## src/rtl/digest_hex_tx.sv

```systemverilog
// Streams a captured hash digest to uart_tx as lowercase ASCII hex, MSB nibble first,
// optionally followed by CR/LF, so the terminal output matches the openssl digest format.
module digest_hex_tx #(
    parameter int DIGEST_BITS = 256,
    parameter bit APPEND_CRLF = 1'b1
) (
    input  logic                   clk,
    input  logic                   rst_n,
    input  logic [DIGEST_BITS-1:0] digest,
    input  logic                   digest_valid,
    output logic                   busy,
    output logic                   done,
    output logic [7:0]             tx_data,
    output logic                   tx_data_ready,
    input  logic                   tx_busy
);

    localparam int HEX_N  = DIGEST_BITS / 4;
    localparam int CHAR_N = HEX_N + (APPEND_CRLF ? 2 : 0);
    localparam int CNT_W  = $clog2(CHAR_N + 1);

    localparam logic [CNT_W-1:0] LAST_IDX = CNT_W'(CHAR_N - 1);
    localparam logic [CNT_W-1:0] HEX_LAST = CNT_W'(HEX_N - 1);
    localparam logic [CNT_W-1:0] CR_IDX   = CNT_W'(HEX_N);

    localparam logic [1:0] S_IDLE    = 2'd0;
    localparam logic [1:0] S_SEND    = 2'd1;
    localparam logic [1:0] S_WAIT_HI = 2'd2;
    localparam logic [1:0] S_WAIT_LO = 2'd3;

    logic [1:0]             r_state;
    logic [CNT_W-1:0]       r_cnt;
    logic [DIGEST_BITS-1:0] r_shift;
    logic                   r_busy;
    logic                   r_done;
    logic [7:0]             r_tx_data;

    logic [3:0] w_nibble;
    logic [7:0] w_char;
    logic       w_req;

    assign w_nibble = r_shift[DIGEST_BITS-1 -: 4];

    // NOTE: every branch assigns w_char, so this stays purely combinational (no latch).
    always_comb begin
        w_char = 8'h0a;
        if (r_cnt <= HEX_LAST) begin
            w_char = (w_nibble < 4'd10) ? (8'h30 + {4'h0, w_nibble})
                                        : (8'h57 + {4'h0, w_nibble});
        end else if (r_cnt == CR_IDX) begin
            w_char = 8'h0d;
        end
    end

    // NOTE: the request is decoded from state and tx_busy, giving one-cycle start latency
    // while tx_data can only move on the cycle uart_tx is actually sampling it.
    assign w_req         = (r_state == S_SEND) && !tx_busy;
    assign tx_data_ready = w_req;
    assign tx_data       = w_req ? w_char : r_tx_data;
    assign busy          = r_busy;
    assign done          = r_done;

    // NOTE: all state uses non-blocking assignments so every register sees pre-edge values.
    always_ff @(posedge clk or negedge rst_n) begin
        if (!rst_n) begin
            r_state   <= S_IDLE;
            r_cnt     <= '0;
            r_shift   <= '0;
            r_busy    <= 1'b0;
            r_done    <= 1'b0;
            r_tx_data <= 8'h00;
        end else begin
            r_done <= 1'b0;
            case (r_state)
                S_IDLE: begin
                    if (digest_valid) begin
                        r_shift <= digest;
                        r_cnt   <= '0;
                        r_busy  <= 1'b1;
                        r_state <= S_SEND;
                    end
                end
                S_SEND: begin
                    if (!tx_busy) begin
                        r_tx_data <= w_char;
                        r_state   <= S_WAIT_HI;
                    end
                end
                S_WAIT_HI: begin
                    if (tx_busy) begin
                        r_state <= S_WAIT_LO;
                    end
                end
                S_WAIT_LO: begin
                    if (!tx_busy) begin
                        if (r_cnt == LAST_IDX) begin
                            r_busy  <= 1'b0;
                            r_done  <= 1'b1;
                            r_state <= S_IDLE;
                        end else begin
                            r_cnt <= r_cnt + 1'b1;
                            if (r_cnt < HEX_LAST) begin
                                r_shift <= r_shift << 4;
                            end
                            r_state <= S_SEND;
                        end
                    end
                end
                default: r_state <= S_IDLE;
            endcase
        end
    end

endmodule

```

## config.mk

```make
export PLATFORM = sky130hd
export DESIGN_NAME = digest_hex_tx
export DESIGN_NICKNAME = d
export VERILOG_FILES = /design/src/rtl/digest_hex_tx.sv
export SDC_FILE = /design/constraint.sdc
export NUM_CORES = 1
export LEC_CHECK = 0
export CAP_MARGIN = 10
export CORE_MARGIN = 1
export CORE_UTILIZATION = 55
export DETAILED_ROUTE_END_ITERATION = 16
export PLACE_DENSITY_LB_ADDON = 0.1
export SLEW_MARGIN = 25
export SYNTH_ARGS = -nofsm -noshare
export SYNTH_HDL_FRONTEND = slang
export SYNTH_SLANG_ARGS = --single-unit
export TNS_END_PERCENT = 1
```

## constraint.sdc

```tcl
create_clock -name clk -period 6.4 [get_ports clk]
set_clock_uncertainty 0.05 [all_clocks]
set_input_delay 0.96 -clock clk [delete_from_list [all_inputs] [get_ports clk]]
set_output_delay 0.96 -clock clk [all_outputs]
set_load 0.005 [all_outputs]
```

==> out/metrics.cfg, run 1 <==
[synthesis]
ys_seq_area_share_pct = 48.1
syn_inst = 938
synthFlopType = dfrtp_1
yosys_warnings = 0
synth_edf_count = 0
synth_seq_cells = 274
syn-num-nets = 1206
synthArstFlopShare_pct = 100
syn_area_mm2 = 0.0143
ys_types = 42
synth_area_per_cell_um2 = 15.2

[drt]
ant_nets = 0
drtIter0Drc = 524
drt_wl_total_mm = 28.8
vias = 8253
drc = 0
post_drt_wl_per_cell_um = 18.7
viasPerCell = 5.36
dr.pass1.iters = 5

[global_route]
first_global_vias = 8792
antenna_found_initial = 1
grt_max_degree = 138
grt_first_pass_wirelength_mm = 46.0
grt_overflow = 0
grtUsageTotal_pct = 21.7

[power]
powerDensity_mw_per_mm2 = 539
peakVddDrop_mv = 0.484
p_leak_uw = 0.00774

[job]
max-cap-violations = 0

[floorplan]
fp-row-count = 58
start_util_pct = 56.3
ios = 271
coreArea_mm2 = 0.0253
fp.dieH_um = 163
die_area_mm2 = 0.0266
die_x_um = 163

[layout]
fin_cells = 1541
fillCellCount = 1768
syn_to_final_growth_pct = 26.7
drive_gt1_share_pct = 46.4
nets = 1456
final_util_pct = 71.3
multi_input_area_mm2 = 0.00699
regArea_mm2 = 0.00686
fin_area_mm2 = 0.0181

[timing]
finalCritPeriodShare_pct = 62.8
hold_viol = 0
worst_hold_slack_ps = 294
slew_headroom_pct = 34.8
fmax_mhz = 249
min_period_ps = 4020
final.setup.tns_ps = 0
rsz0062_at_grt = no
tightest_slew_ps = 978
setup_viol = 0
drv_slew = 0

[run_status]
outcome = finished, final reports clean

[clock_network]
cts_max_level = 1
numCtsBuffers = 30
cts_resized = 0
cts_tree = done
hold_buffers = 0
post_cts_buffers = 0
root_buffer = clkbuf_16
clk_pin_slew_ps = 60
cts_sinks = 274
cts_buffer_depth = 3
clkLatencyLatePin_ps = 540

[worst_setup_path]
crit_path_end_kind = primary output
worstPathMaxFanout = 7
worstPathRequired_ps = 5390
startpoint = tx_busy
crit_arrival_ps = 3010
crit_slowest_cell = clkdlybuf4s50_1
worstSetupPathType = in2out
r2r_start = r_state[1]$_DFFE_PN0P_
crit_path_start_kind = input port
cpMostUsedCell = clkdlybuf4s50_1
slowest_delay_ps = 570
path_cells = clkdlybuf4s50_1 -> nand2b_1 -> nor2_1 -> o21ai_1 -> o211ai_1 -> clkdlybuf4s50_1
r2r_cells = 6

[placed_design]
hpwl_mm = 18.8
postPlaceCellArea_mm2 = 0.0171
io_buffers = 269
place_inst = 1486
place.gp.congestion = 0.782

[worst_hold_path]
hold_class = in2async

-- power by group --
group	switching [uW]	internal [uW]	total (uW)	leakage, uW
Sequential	481	2670	3150	0.00325
Combinational	1730	3150	4890	0.00400
Clock	684	1010	1700	0.000486
-- stage by stage --
stage	setup slack [ps]	power, uW
floorplan	3720	7300
CTS	2350	9830
global route	2280	10300
global placement	2360	7920
finish	2380	9730
detailed placement	2320	8060
-- worst paths after layout --
check,end,slack (ps)
hold / removal,r_shift[145]$_DFFE_PN0P_,290
max in group asynchronous,r_shift[246]$_DFFE_PN0P_,4830
hold reg to reg,r_tx_data[5]$_DFFE_PN0N_,440
min in group clk,r_tx_data[5]$_DFFE_PN0N_,440
setup reg to reg,r_shift[68]$_DFFE_PN0P_,2860
setup / recovery,tx_data[0],2380
-- worst max-delay path, delay by kind of cell --
family / cells / cell delay (ps)
buffers and inverters: 2 / 1050
AND/OR/NAND/NOR: 2 / 430
AO/OA/AOI/OAI: 2 / 560
-- state kept, by name, indices dropped and copies added (netlist names) --
name / cells
busy: 1
done: 1
r_cnt: 7
r_shift: 256
r_state: 2
r_tx_data: 7
-- cells by family after synthesis --
logic type / count (synthesis) / synth area share [%]
multiplexers: 508 / 44.8
flip-flops: 274 / 48.1
buffers and inverters: 66 / 2.98
AND/OR/NAND/NOR: 44 / 1.59
AO/OA/AOI/OAI: 36 / 1.78
adder cells (fa/ha/maj): 8 / 0.702
other: 1 / 0.0263
XOR/XNOR: 1 / 0.0615
-- routing by layer --
layer  GRT usage [%]  up-vias  part of all wire (%)
met5               0        -                     0
met2            34.3      201                    47
met3            6.16       47                   7.0
met1            28.6     4107                    44
li1                -     3898                     -
met4            7.22        0                   2.5
-- cells in the final DEF, fill, tap and decap left out, types with 2 or more instances in the layout --
cell type and count:
mux2_2 323, dfrtp_1 274, clkdlybuf4s50_1 268, mux2_4 178, clkbuf_16 31, nand2_1 18
clkbuf_8 8, inv_1 7, o21ai_0 7, a21oi_1 7, mux2i_1 7, ha_1 7
clkbuf_1 7, clkinv_2 6, nand2b_1 5, o211ai_1 5, a22o_1 5, buf_4 4
nor3_1 3, nand4_1 3, nand3_1 3, nor2_1 2, nor3b_1 2, nor2b_1 2
buf_12 2, buf_6 2
-- final cells by class --
type                    instances  area share, %
diodes                          1         0.0139
clock buffers                  46           5.05
well taps                     330           2.29
clock inverters                 8          0.374
flip-flops and latches        274           38.0
multi-input cells             598           38.7
repair buffers                277           15.4
inverters                       7          0.145
-- cells in the mapped netlist (2+ instances only) --
cell      number  area share [%]
nand2_1       18            0.47
dfrtp_1      274              48
o21a_1         2            0.11
nor3b_1        2            0.11
mux2i_1        7            0.49
clkbuf_1      27            0.71
inv_1          7            0.18
o21ai_0        7            0.25
buf_6         20             1.6
nor2b_1        2           0.088
a21oi_1        7            0.25
nor2_1         2           0.053
nand4_1        3            0.13
mux2_2       323              26
nand2b_1       5            0.22
nand3_1        3            0.11
a22o_1         5            0.31
ha_1           8            0.70
nor3_1         3            0.11
buf_2         10            0.35
o211ai_1       5            0.26
mux2_4       178              19
Note: power is estimated with default switching activity, not from simulation.
==> run 2: changes to the inputs <==
Settings changed: CORE_UTILIZATION 55 to 53.
Clock period 6.4 ns to 3.87 ns, I/O delays scaled along.
==> run 2 against run 1 <==
  * The flow now finishes with violations (design-rule violations)
  * Sequential power rose by 65%
  * Register-to-register slack got worse by 1800 ps
  * Via count unchanged
  * Sequential share of layout area is 0.26 points lower
  * Die area increased by 3.7%
  * Total power up 67%
  * First-iteration DRC count decreased by 28%
  * Sequential cell count is the same
  * Utilization fell by 1.9 points
  * Highest routed layer unchanged
==> out/metrics.cfg, run 2 (synthesis results as in run 1) <==
[timing]
final.setup.tns_ps = 0  ; unchanged
finalCritPeriodShare_pct = 86.3
min_period_ps = 3340
drv_slew = 0  ; unchanged
fmax_mhz = 299
hold_viol = 0  ; unchanged
rsz0062_at_grt = no
slew_headroom_pct = 37.5  ; +2.7 points
tightest_slew_ps = 937  ; -40.6 ps
setup_viol = 0  ; unchanged

[clock_network]
cts_resized = 0  ; unchanged
post_cts_buffers = 0  ; unchanged
cts_max_level = 1  ; unchanged
cts_tree = done
clk_pin_slew_ps = 60  ; about the same
numCtsBuffers = 31  ; +3.3%
cts_sinks = 274  ; unchanged
clkLatencyLatePin_ps = 550  ; about the same
hold_buffers = 0  ; unchanged
root_buffer = clkbuf_16
cts_buffer_depth = 3  ; unchanged

[placed_design]
io_buffers = 269  ; unchanged
postPlaceCellArea_mm2 = 0.0172  ; +0.47%
place.gp.congestion = 0.792  ; +1.3%
hpwl_mm = 18.9  ; +0.36%

[layout]
regArea_mm2 = 0.00686  ; unchanged
final_common_cell = mux2_2
largest_reg_flops = 256  ; unchanged
fin_area_mm2 = 0.0182  ; +0.70%
fillCellCount = 1887  ; +6.7%
syn_to_final_growth_pct = 27.6
largest_registers = r_shift x256, r_cnt x7, r_tx_data x7
multi_input_area_mm2 = 0.00699  ; unchanged
drive_gt1_share_pct = 46.8  ; +0.31 points
most-common-layout-cells = mux2_2 (323), dfrtp_1 (274), clkdlybuf4s50_1 (268)
nets = 1464  ; +0.55%
top_register = r_shift

[worst_setup_path]
worstPathMaxFanout = 7  ; unchanged
r2r-end = r_shift[200]$_DFFE_PN0P_
crit_arrival_ps = 2710  ; -300 ps
crit_path_start_kind = register
worstSetupPathType = reg2out
r2r_cells = 4  ; -2
r2r_start = r_state[1]$_DFFE_PN0P_
ff2ff_setup_slack_ps = 1060  ; -1800 ps
crit_path_end_kind = primary output
worstPathRequired_ps = 3240  ; -2150 ps

[drt]
drt_wl_total_mm = 28.8  ; -0.14%
vias = 8253  ; unchanged
dr.pass1.iters = 11  ; +6
drc = 16  ; +16
ant_nets = 0  ; unchanged
post_drt_wl_per_cell_um = 18.5  ; -1.2%
drtIter0Drc = 375  ; -28%
viasPerCell = 5.30  ; -1.0%

[worst_hold_path]
hold_class = in2async

[floorplan]
coreArea_mm2 = 0.0262  ; +3.5%
fp-row-count = 59  ; +1.7%
start_util_pct = 54.4  ; -1.9 points
ios = 271  ; unchanged
die_x_um = 166  ; +1.8%
die_area_mm2 = 0.0276  ; +3.7%
fp.dieH_um = 166  ; +1.8%

[global_route]
antenna_found_initial = 3  ; +2
first_global_vias = 8803  ; +0.13%
grt_first_pass_wirelength_mm = 47.5  ; +3.2%
grtUsageTotal_pct = 21.1  ; -0.63 points
grt_overflow = 0  ; unchanged
grt_max_degree = 165  ; +20%

[power]
p_leak_uw = 0.00781  ; +0.83%
power.share.switching_pct = 29.6  ; -0.16 points
power.switching_uw = 4810  ; +66%
internal-power_uw = 11400  ; +67%
powerDensity_mw_per_mm2 = 892  ; +66%
p_seq_share_pct = 32.0  ; -0.3 points
peakVddDrop_mv = 0.659  ; +36%
comb_power_share_pct = 49.8  ; -0.4 points
clockPowerShare_pct = 18.2  ; +0.8 points

[run_status]
outcome = finished with violations
violations = design-rule violations

[job]
max-cap-violations = 0  ; unchanged

## run 2: cell count changes in the layout (fill, tap and decap cells not counted)
| cell | previous run | this run |
|---|---|---|
| buf_12 | 2 | 4 |
| diode_2 | 1 | 3 |
| clkbuf_1 | 7 | 8 |
| inv_8 | 0 | 1 |
| clkinv_2 | 6 | 7 |
| clkbuf_8 | 8 | 6 |
| buf_4 | 4 | 11 |
| clkinvlp_4 | 1 | 0 |
| buf_6 | 2 | 0 |
| bufinv_16 | 1 | 3 |
## run 2: power groups by stage
stage / Combinational, uW / Sequential, uW / Clock [uW]
6_report: 8090 / 5190 / 2950
5_1_grt: 8710 / 5380 / 3150
4_1_cts: 8210 / 5190 / 3030
3_5_place_dp: 8150 / 5210 / 0
3_3_place_gp: 8010 / 5170 / 0
2_1_floorplan: 7150 / 4930 / 0
## run 2: worst max-delay path: stages, from the launching register on
cell	delay [ps]
dfrtp_1	460
inv_1	90
ha_1	200
nand2b_1	250
nor2_1	60
o21ai_1	280
o22a_1	260
clkdlybuf4s50_1	560
## run 2: cell type report
cell class	count	area share [%]
timing repair buffer	284	15.7
multi-input combinational	598	38.4
clock buffer	45	4.88
inverter	7	0.144
sequential	274	37.7
antenna	3	0.0413
tap	335	2.30
clock inverter	11	0.750
## run 2: per-stage QoR
stage	power, uW	util [%]	cells	hold WS (ps)	worst slack (ps)
after global placement	13200	65.5	1498	429	609
after floorplan	12100	-	938	235	1800
after global routing	17200	69.4	1557	74.6	287
after detailed placement	13400	65.5	1498	428	588
final	16200	69.4	1557	15.9	528
after CTS	16400	69.4	1554	52.7	445
## run 2: routing by layer
layer	up-vias	global-route usage (%)	share of wire [%]	wire, um
met4	0	5.49	2.3	650
met2	199	33.0	47	13400
met3	39	5.72	7.5	2150
li1	3933	-	-	-
met1	4082	28.9	44	12600
met5	-	0	0	0
## run 2: worst max path at each step
| stage | from | to | slack, ps | cells after the start |
|---|---|---|---|---|
| detailed placement | tx_busy | tx_data[3] | 590 | 6 |
| global placement | tx_busy | tx_data[3] | 610 | 6 |
| finish | r_state[1]$_DFFE_PN0P_ | tx_data[3] | 530 | 7 |
| CTS | r_state[1]$_DFFE_PN0P_ | tx_data[3] | 450 | 7 |
| global route | r_state[1]$_DFFE_PN0P_ | tx_data[3] | 290 | 7 |
| floorplan | r_state[1]$_DFFE_PN0P_ | r_shift[121]$_DFFE_PN0P_ | 1800 | 6 |
